## src/rtl/wb_gpio_pkg.sv

```systemverilog
// wb_gpio_pkg: shared types, widths and the io_top register map for the Wishbone GPIO master
package wb_gpio_pkg;
  typedef enum logic [1:0] {IDLE, BUS, RESP} state_t;
  localparam int DW = 32;
  localparam int SELW = 4;
  localparam logic [7:0] RGPIO_IN    = 8'h00;
  localparam logic [7:0] RGPIO_OUT   = 8'h04;
  localparam logic [7:0] RGPIO_OE    = 8'h08;
  localparam logic [7:0] RGPIO_INTE  = 8'h0C;
  localparam logic [7:0] RGPIO_PTRIG = 8'h10;
  localparam logic [7:0] RGPIO_AUX   = 8'h14;
  localparam logic [7:0] RGPIO_CTRL  = 8'h18;
  localparam logic [7:0] RGPIO_INTS  = 8'h1C;
  localparam logic [7:0] RGPIO_ECLK  = 8'h20;
  localparam logic [7:0] RGPIO_NEC   = 8'h24;
endpackage

```

## src/rtl/wb_gpio_master_if.sv

```systemverilog
// wb_gpio_master_if: command, response and Wishbone signals of the GPIO master
interface wb_gpio_master_if #(parameter int AW = 8);
  import wb_gpio_pkg::*;
  logic            cmd_valid_i;
  logic            cmd_ready_o;
  logic            cmd_we_i;
  logic [AW-1:0]   cmd_adr_i;
  logic [DW-1:0]   cmd_dat_i;
  logic [SELW-1:0] cmd_sel_i;
  logic            rsp_valid_o;
  logic            rsp_ready_i;
  logic [DW-1:0]   rsp_dat_o;
  logic            rsp_err_o;
  logic            rsp_timeout_o;
  logic            wb_cyc_o;
  logic            wb_stb_o;
  logic            wb_we_o;
  logic [AW-1:0]   wb_adr_o;
  logic [DW-1:0]   wb_dat_o;
  logic [SELW-1:0] wb_sel_o;
  logic [DW-1:0]   wb_dat_i;
  logic            wb_ack_i;
  logic            wb_err_i;
  logic            busy_o;
  modport master (
    input  cmd_valid_i, cmd_we_i, cmd_adr_i, cmd_dat_i, cmd_sel_i, rsp_ready_i,
    input  wb_dat_i, wb_ack_i, wb_err_i,
    output cmd_ready_o, rsp_valid_o, rsp_dat_o, rsp_err_o, rsp_timeout_o,
    output wb_cyc_o, wb_stb_o, wb_we_o, wb_adr_o, wb_dat_o, wb_sel_o, busy_o
  );
  modport slave (
    output cmd_valid_i, cmd_we_i, cmd_adr_i, cmd_dat_i, cmd_sel_i, rsp_ready_i,
    output wb_dat_i, wb_ack_i, wb_err_i,
    input  cmd_ready_o, rsp_valid_o, rsp_dat_o, rsp_err_o, rsp_timeout_o,
    input  wb_cyc_o, wb_stb_o, wb_we_o, wb_adr_o, wb_dat_o, wb_sel_o, busy_o
  );
endinterface

```

## src/rtl/wb_gpio_master.sv

```systemverilog
// wb_gpio_master: single-outstanding Wishbone classic master driving the io_top GPIO registers,
// one bus cycle per command, with a watchdog that aborts a cycle nobody answers.
module wb_gpio_master #(
  parameter int AW = 8,
  parameter int DW = 32,
  parameter int TIMEOUT = 16
) (
  input logic              wb_clk_i,
  input logic              wb_rst_i,
  wb_gpio_master_if.master bus
);
  import wb_gpio_pkg::*;
  localparam int CW = TIMEOUT > 0 ? $clog2(TIMEOUT + 1) : 1;
  state_t          r_state, w_next;
  logic            r_cyc, r_we, r_rsp_valid, r_rsp_err, r_rsp_to;
  logic [AW-1:0]   r_adr;
  logic [DW-1:0]   r_dat, r_rsp_dat;
  logic [SELW-1:0] r_sel;
  logic [CW-1:0]   r_cnt;
  logic            w_rdy, w_acc, w_bus, w_ack, w_err, w_to, w_done, w_rel;
  always_comb begin
    w_rdy  = (r_state == IDLE) & ~wb_rst_i;
    w_acc  = w_rdy & bus.cmd_valid_i;
    w_bus  = r_state == BUS;
    w_err  = w_bus & bus.wb_err_i;
    w_ack  = w_bus & bus.wb_ack_i & ~bus.wb_err_i;
    w_to   = w_bus & (TIMEOUT != 0) & (r_cnt == CW'(TIMEOUT - 1)) & ~bus.wb_ack_i & ~bus.wb_err_i;
    w_done = w_err | w_ack | w_to;
    w_rel  = (r_state == RESP) & r_rsp_valid & bus.rsp_ready_i;
    w_next = w_acc ? BUS : w_done ? RESP : w_rel ? IDLE : r_state;
  end
  always_ff @(posedge wb_clk_i) begin
    if (wb_rst_i) begin
      r_state     <= IDLE;
      r_cyc       <= 1'b0;
      r_we        <= 1'b0;
      r_adr       <= '0;
      r_dat       <= '0;
      r_sel       <= '0;
      r_cnt       <= '0;
      r_rsp_valid <= 1'b0;
      r_rsp_dat   <= '0;
      r_rsp_err   <= 1'b0;
      r_rsp_to    <= 1'b0;
    end else begin
      r_state <= w_next;
      if (w_acc) begin
        r_cyc <= 1'b1;
        r_we  <= bus.cmd_we_i;
        r_adr <= bus.cmd_adr_i;
        r_dat <= bus.cmd_we_i ? bus.cmd_dat_i : '0;
        r_sel <= bus.cmd_sel_i;
        r_cnt <= '0;
      end
      if (w_bus && ~&r_cnt)
        r_cnt <= r_cnt + 1'b1;
      // ack, err and timeout all close the cycle; only an ack on a read returns data
      if (w_done) begin
        r_cyc       <= 1'b0;
        r_rsp_valid <= 1'b1;
        r_rsp_dat   <= (w_ack && !r_we) ? bus.wb_dat_i : '0;
        r_rsp_err   <= w_err;
        r_rsp_to    <= w_to;
      end
      if (w_rel)
        r_rsp_valid <= 1'b0;
    end
  end
  assign bus.cmd_ready_o   = w_rdy;
  assign bus.wb_cyc_o      = r_cyc;
  assign bus.wb_stb_o      = r_cyc;
  assign bus.wb_we_o       = r_we;
  assign bus.wb_adr_o      = r_adr;
  assign bus.wb_dat_o      = r_dat;
  assign bus.wb_sel_o      = r_sel;
  assign bus.rsp_valid_o   = r_rsp_valid;
  assign bus.rsp_dat_o     = r_rsp_dat;
  assign bus.rsp_err_o     = r_rsp_err;
  assign bus.rsp_timeout_o = r_rsp_to;
  assign bus.busy_o        = r_state != IDLE;
endmodule

```

## src/flat_wrapper.sv

```systemverilog
// flat-port wrapper written by rule: the top's interface ports become plain ports
module wb_gpio_master_flat import wb_gpio_pkg::*;
#(
  parameter int AW = 8,
  parameter int DW = 32,
  parameter int TIMEOUT = 16
)
  (wb_clk_i, wb_rst_i, bus_cmd_valid_i, bus_cmd_we_i, bus_cmd_adr_i, bus_cmd_dat_i, bus_cmd_sel_i, bus_rsp_ready_i, bus_wb_dat_i, bus_wb_ack_i, bus_wb_err_i, bus_cmd_ready_o, bus_rsp_valid_o, bus_rsp_dat_o, bus_rsp_err_o, bus_rsp_timeout_o, bus_wb_cyc_o, bus_wb_stb_o, bus_wb_we_o, bus_wb_adr_o, bus_wb_dat_o, bus_wb_sel_o, bus_busy_o);
  wb_gpio_master_if #(.AW(AW)) bus_i ();
  input logic wb_clk_i;
  input logic wb_rst_i;
  input wire logic [$bits(bus_i.cmd_valid_i)-1:0] bus_cmd_valid_i;
  input wire logic [$bits(bus_i.cmd_we_i)-1:0] bus_cmd_we_i;
  input wire logic [$bits(bus_i.cmd_adr_i)-1:0] bus_cmd_adr_i;
  input wire logic [$bits(bus_i.cmd_dat_i)-1:0] bus_cmd_dat_i;
  input wire logic [$bits(bus_i.cmd_sel_i)-1:0] bus_cmd_sel_i;
  input wire logic [$bits(bus_i.rsp_ready_i)-1:0] bus_rsp_ready_i;
  input wire logic [$bits(bus_i.wb_dat_i)-1:0] bus_wb_dat_i;
  input wire logic [$bits(bus_i.wb_ack_i)-1:0] bus_wb_ack_i;
  input wire logic [$bits(bus_i.wb_err_i)-1:0] bus_wb_err_i;
  output wire logic [$bits(bus_i.cmd_ready_o)-1:0] bus_cmd_ready_o;
  output wire logic [$bits(bus_i.rsp_valid_o)-1:0] bus_rsp_valid_o;
  output wire logic [$bits(bus_i.rsp_dat_o)-1:0] bus_rsp_dat_o;
  output wire logic [$bits(bus_i.rsp_err_o)-1:0] bus_rsp_err_o;
  output wire logic [$bits(bus_i.rsp_timeout_o)-1:0] bus_rsp_timeout_o;
  output wire logic [$bits(bus_i.wb_cyc_o)-1:0] bus_wb_cyc_o;
  output wire logic [$bits(bus_i.wb_stb_o)-1:0] bus_wb_stb_o;
  output wire logic [$bits(bus_i.wb_we_o)-1:0] bus_wb_we_o;
  output wire logic [$bits(bus_i.wb_adr_o)-1:0] bus_wb_adr_o;
  output wire logic [$bits(bus_i.wb_dat_o)-1:0] bus_wb_dat_o;
  output wire logic [$bits(bus_i.wb_sel_o)-1:0] bus_wb_sel_o;
  output wire logic [$bits(bus_i.busy_o)-1:0] bus_busy_o;
  assign bus_i.cmd_valid_i = bus_cmd_valid_i;
  assign bus_i.cmd_we_i = bus_cmd_we_i;
  assign bus_i.cmd_adr_i = bus_cmd_adr_i;
  assign bus_i.cmd_dat_i = bus_cmd_dat_i;
  assign bus_i.cmd_sel_i = bus_cmd_sel_i;
  assign bus_i.rsp_ready_i = bus_rsp_ready_i;
  assign bus_i.wb_dat_i = bus_wb_dat_i;
  assign bus_i.wb_ack_i = bus_wb_ack_i;
  assign bus_i.wb_err_i = bus_wb_err_i;
  assign bus_cmd_ready_o = bus_i.cmd_ready_o;
  assign bus_rsp_valid_o = bus_i.rsp_valid_o;
  assign bus_rsp_dat_o = bus_i.rsp_dat_o;
  assign bus_rsp_err_o = bus_i.rsp_err_o;
  assign bus_rsp_timeout_o = bus_i.rsp_timeout_o;
  assign bus_wb_cyc_o = bus_i.wb_cyc_o;
  assign bus_wb_stb_o = bus_i.wb_stb_o;
  assign bus_wb_we_o = bus_i.wb_we_o;
  assign bus_wb_adr_o = bus_i.wb_adr_o;
  assign bus_wb_dat_o = bus_i.wb_dat_o;
  assign bus_wb_sel_o = bus_i.wb_sel_o;
  assign bus_busy_o = bus_i.busy_o;
  wb_gpio_master #(.AW(AW), .DW(DW), .TIMEOUT(TIMEOUT)) u_core (.wb_clk_i(wb_clk_i), .wb_rst_i(wb_rst_i), .bus(bus_i));
endmodule
```

## config.mk

```make
export PLATFORM = sky130hd
export DESIGN_NAME = wb_gpio_master_flat
export DESIGN_NICKNAME = d
export VERILOG_FILES = /design/src/rtl/wb_gpio_pkg.sv /design/src/rtl/wb_gpio_master_if.sv /design/src/rtl/wb_gpio_master.sv /design/src/flat_wrapper.sv
export SDC_FILE = /design/constraint.sdc
export NUM_CORES = 1
export LEC_CHECK = 0
export ABC_AREA = 1
export CORE_ASPECT_RATIO = 0.6
export CORE_MARGIN = 2
export CORE_UTILIZATION = 38
export CTS_BUF_LIST = sky130_fd_sc_hd__clkbuf_4 sky130_fd_sc_hd__clkbuf_8
export CTS_CLUSTER_SIZE = 12
export DETAILED_ROUTE_END_ITERATION = 10
export GPL_TIMING_DRIVEN = 0
export PLACE_DENSITY = 0.79
export SETUP_SLACK_MARGIN = 0.3
export SYNTH_ARGS = -nofsm -noshare
export SYNTH_HDL_FRONTEND = slang
export SYNTH_SLANG_ARGS = --single-unit
```

## constraint.sdc

```tcl
create_clock -name wb_clk_i -period 1.4 [get_ports wb_clk_i]
set_input_delay 0.42 -clock wb_clk_i [delete_from_list [all_inputs] [get_ports wb_clk_i]]
set_output_delay 0.42 -clock wb_clk_i [all_outputs]
set_load 0.01 [all_outputs]
```

== Yosys cells after proc, flatten, opt, wreduce, memory -nomap -nowiden ==
Index checks and enable logic that the tools add are counted.

* Input port bits: 83
* Register bits: 88

* Bitwise gates (word level): 15
* Eq/ne operators: 3
* $add $sub $neg: 1
* Reduce and logical (&&, ||, !) cells: 13
* Mux-type cells: 7

{| class="wikitable"
|+ Operators with widths
! operator !! number
|-
| $mux W32 || 2
|-
| $and A1 B1 Y1 || 10
|-
| $mux W5 || 2
|-
| $reduce_bool A2 Y1 || 3
|-
| $reduce_or A2 Y1 || 3
|-
| $add A5 B1 Y5 const B || 1
|-
| $eq A5 B4 Y1 const B || 1
|-
| $reduce_and A5 Y1 || 1
|-
| $mux W2 || 2
|-
| $not A1 Y1 || 3
|-
| $reduce_bool A3 Y1 || 1
|-
| $eq A2 B1 Y1 const B || 1
|-
| $eq A2 B2 Y1 const B || 1
|-
| $logic_and A1 B1 Y1 || 2
|-
| $logic_not A1 Y1 || 2
|-
| $logic_not A2 Y1 || 1
|-
| $or A1 B1 Y1 || 2
|-
| $mux W1 || 1
|}

== Logic depth before layout (Yosys ltp) ==
Gate-level depths: netlist (run 1).

* Depth in word-level cells: 7
* Gate-level depth with buffers: 9

== Worst setup path after synthesis (run 1) ==
No wires, ideal clock.

* Path kind: register to register
* From: register u_core.r_cnt[0]
* To: register u_core.r_rsp_dat[10] (netlist: u_core.bus.rsp_dat_o[10])
* Path slack: -0.025 ns
* Arrival time: 1.310 ns
* Clock period less this slack: 1.425 ns
* Library setup time: 0.114 ns
* Required time: 1.286 ns
* Buffers on the path: 2
* Cell stages (with the launch flop): 10
* Path through: dfxtp_1 ha_1 nand2_1 nor2_1 ha_1 nand3_2 buf_6 buf_6 nand4_1 nand2_1

* Word-level cells in the longest chain between the ends: 5

{| class="wikitable"
|+ RTL lines
! element !! line !! text
|-
| start: declaration || wb_gpio_master.sv:19 || <nowiki>logic [CW-1:0] r_cnt;</nowiki>
|-
| start signal: assignment || wb_gpio_master.sv:56 || <nowiki>r_cnt <= r_cnt + 1'b1;</nowiki>
|-
| $eq A5 B4 Y1 || wb_gpio_master.sv:27 || <nowiki>w_to = w_bus & (TIMEOUT != 0) & (r_cnt == CW'(TIMEOUT - 1)) & ~bus.wb_ack_i & ~bus.wb_err_i;</nowiki>
|-
| $and A1 B1 Y1 (3 in a row) || wb_gpio_master.sv:27 ||
|-
| $or A1 B1 Y1 || wb_gpio_master.sv:28 || <nowiki>w_done = w_err | w_ack | w_to;</nowiki>
|-
| end signal: assignment || wb_gpio_master.sv:61 || <nowiki>r_rsp_dat <= (w_ack && !r_we) ? bus.wb_dat_i : '0;</nowiki>
|-
| end: declaration || wb_gpio_master.sv:17 || <nowiki>logic [DW-1:0] r_dat, r_rsp_dat;</nowiki>
|}

Every way passes these cells.
A chain may end at the register's enable or synchronous reset.

== Final worst setup path (run 1) ==
* From: register u_core.r_state[0]
* To: output bus_cmd_ready_o

* Word-level cells in the longest chain between the ends: 2

{| class="wikitable"
|+ RTL lines
! element !! line !! text
|-
| start: declaration || wb_gpio_master.sv:14 || <nowiki>state_t r_state, w_next;</nowiki>
|-
| start signal: assignment || wb_gpio_master.sv:46 || <nowiki>r_state <= w_next;</nowiki>
|-
| $logic_not A2 Y1 || wb_gpio_master.sv:22 || <nowiki>w_rdy = (r_state == IDLE) & ~wb_rst_i;</nowiki>
|-
| $and A1 B1 Y1 || wb_gpio_master.sv:22 ||
|-
| end: declaration || flat_wrapper.sv:21 || <nowiki>output wire logic [$bits(bus_i.cmd_ready_o)-1:0] bus_cmd_ready_o;</nowiki>
|}

Every way passes these cells.

==> summary.md, run 1 <==
| Metric | Value |
|---|---|
| Status | `finished with violations` |
| Setup crit end kind | `output port` |
| Worst Setup Path Type | `reg2out` |
| RSZ-0062 raised after global routing | `yes` |
| Post-synthesis cell count | `415` |
| Wire length per cell | `15.13 um` |
| Synth Cell Area | `3420 um2` |
| Post-DRT Antenna Nets | `0` |
| GR Overflow Total | `0` |
| Post-route DRC | `0` |
| CP Launch Type | `register` |
| Hpwl dp | `7400 um` |
| CP arrival | `1220 ps` |
| CTS tree | `done` |
| PortBufs | `165` |
| Tightest Pin Transition | `508.2 ps` |
| Setup violations, final | `88` |
| Layout Cells excl Fill | `750` |
| Placed cell count | `692` |
| Failing checks | `setup timing` |
| Worst-path fanout max | `2` |
| YS warnings | `0` |
| Area Overhead vs Synth | `82.73%` |
| CP required | `980 ps` |
| Tot Pwr | `0.006025 W` |
| N_diodes | `0` |
| Skew final | `7.880 ps` |
| Initial drt markers | `166` |
| DRT Pass-1 Iters | `4` |
| Static Leakage | `2.949 nW` |
| Pins over their slew limit | `0` |
| Initial Util | `39.67%` |
| Post-Route WL | `11350 um` |
| Hold_buf cts | `0` |
| Peak per-stage delay on the critical path | `370 ps` |
| Largest net degree at the start of global routing | `15` |
| Die Area | `9799 um2` |
| Post-synthesis sequential element count | `88` |
| Total CTS buffers | `9` |
| Fmax | `0.6084 GHz` |
| Commonest cells after routing, fill and taps aside | `161 x nand2_1, 111 x buf_6, 80 x clkdlybuf4s50_1, 80 x dfxtp_2, 52 x nand3_1` |
| Die X-Extent | `126.5 um` |
| Post-synth cell types | `25` |
| Pre-CTS setup slack | `-528.4 ps` |
| Die H | `77.48 um` |
| Core area | `8621 um2` |
| Syn avg cell area | `8.240 um2` |
| Share of layout cells above drive strength 1 | `44.04%` |
| Max-slew headroom | `66.00%` |
| Clk sinks | `88` |
| Root cell of the clock tree | `clkbuf_8` |
| Number of vias per cell | `4.916` |
| Tcrit/Tclk final | `117.4%` |
| Critical Path, Cell by Cell | `nor2_4, inv_2, nor2_4, buf_6, buf_6` |
| Io pins | `167` |
| Nets | `719` |
| Worst-Skew Late Latency | `360 ps` |
| Vias in the first global route | `3660` |
| Sequential share of the synthesized area | `51.52%` |
| Worst vdd ir | `0.4476 mV` |
| Slowest cell on the critical path | `dfxtp_4` |
| First-pass GRT wire length | `18140 um` |
| Setup ws final | `-243.8 ps` |
| Commonest non-fill, non-tap cell in the layout | `nand2_1` |
| Hold Crit Class | `in2reg` |
| Final hold vios | `0` |
| FP Rows | `26` |
| Antenna violations before repair | `0` |
| Vias | `3687` |
| GR Util All Layers | `23.01%` |
| Fin crit period | `1644 ps` |
| Max clock buf depth | `2` |
| PwrDens | `964.2 nW/um2` |
| H-tree depth | `3` |
| Clk pin slew, worst setup/hold paths | `80 ps` |
| GPL Wtd Cong | `0.7866` |
| Syn Nets | `501` |
| Max Cap Viol | `0` |
[power breakdown]
part           switching [W]  internal, W
logic               0.000618     0.000844
registers           0.000114      0.00268
clock network       0.000909     0.000862
[per-stage QoR]
| step | hold WS (ps) | util [%] | cell area [um2] | setup TNS [ps] |
|---|---|---|---|---|
| final | 254.3 | 72.48 | 6248 | -9654 |
| after global routing | 246.6 | 72.48 | 6248 | -16840 |
| after CTS | 237.5 | 71.74 | 6185 | -10140 |
| after detailed placement | 436.3 | 61.05 | 5263 | -31130 |
| after global placement | 426.6 | 61.05 | 5263 | -29680 |
| after floorplan | 452.3 | - | 3471 | 0 |
[final cells by class]
cell class | count | area [um2]
timing repair inverter | 1 | 11.26
clock buffer | 11 | 138.9
sequential | 88 | 1881
multi-input combinational | 286 | 1426
tap | 112 | 140.1
fill | 662 | 2372
buffer | 29 | 330.3
inverter | 12 | 60.06
clock inverter | 5 | 57.56
timing repair buffer | 206 | 2203
[cell families (layout without fill, tap and decap cells)]
group,after synthesis,after routing,synth area share (%)
AOI/OAI and AO/OA,11,11,1.720
adders and majority gates,3,3,1.098
buffers and inverters,41,264,9.404
DFF,88,88,51.52
and+or+nand+nor,272,272,36.26
[final timing paths]
kind	start	end	slack, ps	cells after the start
worst max-delay path	u_core.r_state[0]	bus_cmd_ready_o	-240	5
worst max register to register	u_core.r_state[0]	u_core.bus.wb_adr_o[0]	-210	13
worst min-delay path	wb_rst_i	u_core.bus.rsp_timeout_o	250	2
worst min register to register	u_core.bus.wb_dat_o[23]	u_core.bus.wb_dat_o[23]	450	2
[state kept, by name, summed over array words and instances (netlist names), 2 cells and up]
signal	count
u_core.r_cnt	5
u_core.bus.wb_sel_o	4
u_core.r_state	2
u_core.bus.wb_adr_o	8
u_core.bus.rsp_dat_o	32
u_core.bus.wb_dat_o	32
[repair_timing]
action / CTS / global route
setup buffers: 31 / 2
setup endpoints to repair: 172 / 172
gates cloned: 9 / 0
resized for setup: 556 / 11
pin swaps: 13 / 13
[cell usage after synthesis]
| cell | number | area [um2] |
|---|---|---|
| nand2_1 | 165 | 619.3 |
| dfxtp_1 | 88 | 1762 |
| nand3_1 | 54 | 270.3 |
| nand4_1 | 35 | 219.0 |
| buf_6 | 20 | 225.2 |
| inv_1 | 8 | 30.03 |
| a21oi_1 | 7 | 35.03 |
| nor2_1 | 5 | 18.77 |
| buf_2 | 3 | 15.01 |
| buf_4 | 3 | 22.52 |
| ha_1 | 3 | 37.54 |
| inv_2 | 3 | 11.26 |
| nor2_4 | 3 | 33.78 |
| o21ai_0 | 3 | 15.01 |
| buf_1 | 2 | 7.510 |
| nand2_2 | 2 | 12.51 |
| nand3b_1 | 2 | 15.01 |
| nor2_2 | 2 | 12.51 |
| clkbuf_1 | 1 | 3.750 |
| inv_4 | 1 | 6.260 |
| nand3_2 | 1 | 10.01 |
| nand3_4 | 1 | 17.52 |
| nor3_1 | 1 | 5.000 |
| o21ai_2 | 1 | 8.760 |
| or2_2 | 1 | 6.260 |
[critical path, delay by kind of cell, from the launching register on]
family / cells / cell delay [ps]
simple gates: 2 / 230
buf+inv: 3 / 260
flops: 1 / 370
[metal layers]
| metal | up-vias | part of all wire (%) | global-route usage (%) |
|---|---|---|---|
| li1 | 1809 | - | - |
| met1 | 1765 | 44 | 29.49 |
| met2 | 104 | 49 | 38.40 |
| met3 | 9 | 6.0 | 6.621 |
| met4 | 0 | 1.1 | 5.604 |
| met5 | - | 0 | 0 |
No activity file was read; power rests on OpenSTA's default activity.
==> inputs of run 2 (changes only) <==
--- a/config.mk
+++ b/config.mk
@@ -8,12 +8,12 @@
 export ABC_AREA = 1
 export CORE_ASPECT_RATIO = 0.6
 export CORE_MARGIN = 2
-export CORE_UTILIZATION = 38
+export CORE_UTILIZATION = 42
 export CTS_BUF_LIST = sky130_fd_sc_hd__clkbuf_4 sky130_fd_sc_hd__clkbuf_8
 export CTS_CLUSTER_SIZE = 12
 export DETAILED_ROUTE_END_ITERATION = 10
 export GPL_TIMING_DRIVEN = 0
-export PLACE_DENSITY = 0.79
+export PLACE_DENSITY = 0.83
 export SETUP_SLACK_MARGIN = 0.3
 export SYNTH_ARGS = -nofsm -noshare
 export SYNTH_HDL_FRONTEND = slang
==> constraint.sdc (replaced) <==
create_clock -name wb_clk_i -period 1.6 [get_ports wb_clk_i]
set_input_delay 0.48 -clock wb_clk_i [delete_from_list [all_inputs] [get_ports wb_clk_i]]
set_output_delay 0.48 -clock wb_clk_i [all_outputs]
set_load 0.01 [all_outputs]
==> run 2 against run 1 <==
  * The run still ends with setup timing left
  * Wire length is 0.14% higher
  * Total power is 9.8% lower
  * Combinational power is 16% lower
  * Register-to-register slack better by 250 ps
  * Largest cell class unchanged
  * Largest power group unchanged
==> summary.md, run 2 (synthesis gave the netlist of run 1 again) <==
| Metric | Value |
|---|---|
| CP arrival | `1190 ps (-30 ps)` |
| Fmax | `0.5985 GHz` |
| N_diodes | `0 (unchanged)` |
| DRT Pass-1 Iters | `5 (+1)` |
| Number of vias per cell | `4.968 (+1.1%)` |
| Die X-Extent | `120.5 um (-4.7%)` |
| Peak per-stage delay on the critical path | `360 ps (about the same)` |
| Finished Core Util | `81.03% (+8.5 points)` |
| Max clock buf depth | `2 (unchanged)` |
| RR Startpoint | `u_core.r_cnt[0]` |
| Clk sinks | `88 (unchanged)` |
| Slowest cell on the critical path | `dfxtp_4` |
| Fin crit period | `1671 ps` |
| Tightest Pin Transition | `590.1 ps (+81.89 ps)` |
| Commonest cells after routing, fill and taps aside | `163 x nand2_1, 115 x buf_6, 81 x dfxtp_2, 80 x clkdlybuf4s50_1, 51 x nand3_1` |
| PortBufs | `165 (unchanged)` |
| Tcrit/Tclk final | `104.4%` |
| GR Overflow Total | `0 (unchanged)` |
| Post-route DRC | `0 (unchanged)` |
| Reg2reg end | `u_core.r_cnt[4]` |
| Setup crit end kind | `output port` |
| Reg2Reg Depth | `8 (-5)` |
| GPL Wtd Cong | `0.8312 (+5.7%)` |
| Failing checks | `setup timing` |
| Antenna violations before repair | `0 (unchanged)` |
| Io pins | `167 (unchanged)` |
| Hpwl dp | `7187 um (-2.9%)` |
| Hold_buf cts | `0 (unchanged)` |
| Critical Path, Cell by Cell | `nor2_4, inv_2, nor2_4, buf_6, buf_6` |
| Layout Cells excl Fill | `755 (+0.67%)` |
| Flop-to-flop setup slack | `40 ps (+250 ps)` |
| RSZ-0062 raised after global routing | `yes` |
| CP endpoint | `bus_cmd_ready_o` |
| Setup TNS | `-131.4 ps (+9522 ps)` |
| Nets | `728 (+1.3%)` |
| Initial drt markers | `173 (+4.2%)` |
| CTS tree | `done` |
| Total CTS buffers | `9 (unchanged)` |
| Post-DRT Antenna Nets | `0 (unchanged)` |
| Root cell of the clock tree | `clkbuf_8` |
| Vias | `3751 (+1.7%)` |
| CP required | `1120 ps (+140 ps)` |
| Setup ws final | `-70.96 ps (+172.8 ps)` |
| Pre-CTS setup slack | `-352.7 ps (+175.7 ps)` |
| Worst-path fanout max | `4 (+2)` |
| Setup violations, final | `2 (-98%)` |
| Clk pin slew, worst setup/hold paths | `80 ps (about the same)` |
| Max Cap Viol | `0 (unchanged)` |
| First-pass GRT wire length | `16650 um (-8.2%)` |
| CP Launch Type | `register` |
| PwrDens | `850.8 nW/um2 (-12%)` |
| FP Rows | `25 (-3.8%)` |
| Die H | `73.90 um (-4.6%)` |
| Worst-Skew Late Latency | `360 ps (about the same)` |
| Vias in the first global route | `3439 (-6.0%)` |
| Initial Util | `43.38% (+3.7 points)` |
| Final hold vios | `0 (unchanged)` |
| Die Area | `8904 um2 (-9.1%)` |
| Core area | `7883 um2 (-8.6%)` |
| GR Util All Layers | `24.26% (+1.3 points)` |
| Pins over their slew limit | `0 (unchanged)` |
| Placed cell count | `688 (-0.58%)` |
| Largest net degree at the start of global routing | `15 (unchanged)` |
| H-tree depth | `3 (unchanged)` |
| Area Overhead vs Synth | `86.79%` |
| Post-Route WL | `11360 um (+0.14%)` |
| Tot Pwr | `0.005435 W (-9.8%)` |
| Hold Crit Class | `in2reg` |
| Commonest non-fill, non-tap cell in the layout | `nand2_1` |
| Worst vdd ir | `0.6184 mV (+38%)` |
| Worst Setup Path Type | `reg2out` |
| Static Leakage | `3.028 nW (+2.7%)` |
| Skew final | `7.317 ps (-0.5627 ps)` |
| Wire length per cell | `15.05 um (-0.52%)` |
| Status | `finished with violations` |
| Max-slew headroom | `60.52% (-5.5 points)` |
| Share of layout cells above drive strength 1 | `44.51% (+0.47 points)` |
| Crit path from | `u_core.r_state[1]` |
## run 2: cell count changes in the layout (fill, tap and decap cells not counted), sizes merged, moves of 2 or more
| cell | previous run | this run |
|---|---|---|
| buf | 153 | 159 |
| clkbuf | 12 | 16 |
| clkinvlp | 3 | 1 |
| inv | 13 | 11 |
## run 2: per-layer routing
layer	vias up	share of wire (%)	GRT usage, %
met4	0	1.7	9.690
li1	1823	-	-
met1	1762	44	29.44
met3	21	7.6	8.696
met5	-	0	0
met2	145	47	39.80
## run 2: worst min path at each step
stage	start	slack [ps]	depth (start not counted)	end
2_1_floorplan	u_core.r_cnt[0]	450	1	u_core.r_cnt[0]
3_3_place_gp	u_core.bus.wb_dat_o[14]	430	2	u_core.bus.wb_dat_o[14]
3_5_place_dp	u_core.bus.wb_adr_o[0]	430	2	u_core.bus.wb_adr_o[0]
4_1_cts	wb_rst_i	310	2	u_core.r_cnt[1]
5_1_grt	wb_rst_i	330	2	u_core.bus.rsp_timeout_o
6_report	wb_rst_i	330	2	u_core.r_cnt[1]
## run 2: layout make-up
class / count / area [um2]
Timing Repair Buffer: 216 / 2315
Buffer: 29 / 325.3
Inverter: 12 / 60.06
Sequential cell: 88 / 1878
Multi-Input combinational cell: 286 / 1439
Clock inverter: 4 / 76.32
Clock buffer: 12 / 158.9
Fill cell: 502 / 1495
Tap cell: 108 / 135.1
## run 2: per-stage QoR
| step | hold slack [ps] | instance area [um2] |
|---|---|---|
| 6_report | 333.4 | 6387 |
| 5_1_grt | 328.4 | 6387 |
| 4_1_cts | 310.9 | 6108 |
| 3_5_place_dp | 431.8 | 5244 |
| 3_3_place_gp | 427.0 | 5244 |
| 2_1_floorplan | 452.3 | 3457 |
## run 2: repair_timing
item,CTS,global route
gates resized for setup,540,27
endpoints found under the setup margin,169,170
pin swaps,20,19
setup buffers,29,12
cloned,5,5
endpoints found under the hold margin,0,0
## run 2: critical path, delay by kind of cell, from the launching register on
kind / cells / cell delay [ps]
buffers and inverters: 3 / 260
flip-flops: 1 / 360
AND/OR/NAND/NOR: 2 / 210
## run 2: where the power goes
part | switching, W | total, W | internal [W]
sequential | 0.000101 | 0.00245 | 0.00234
combinational | 0.000526 | 0.00123 | 0.000704
clock | 0.000774 | 0.00176 | 0.000985
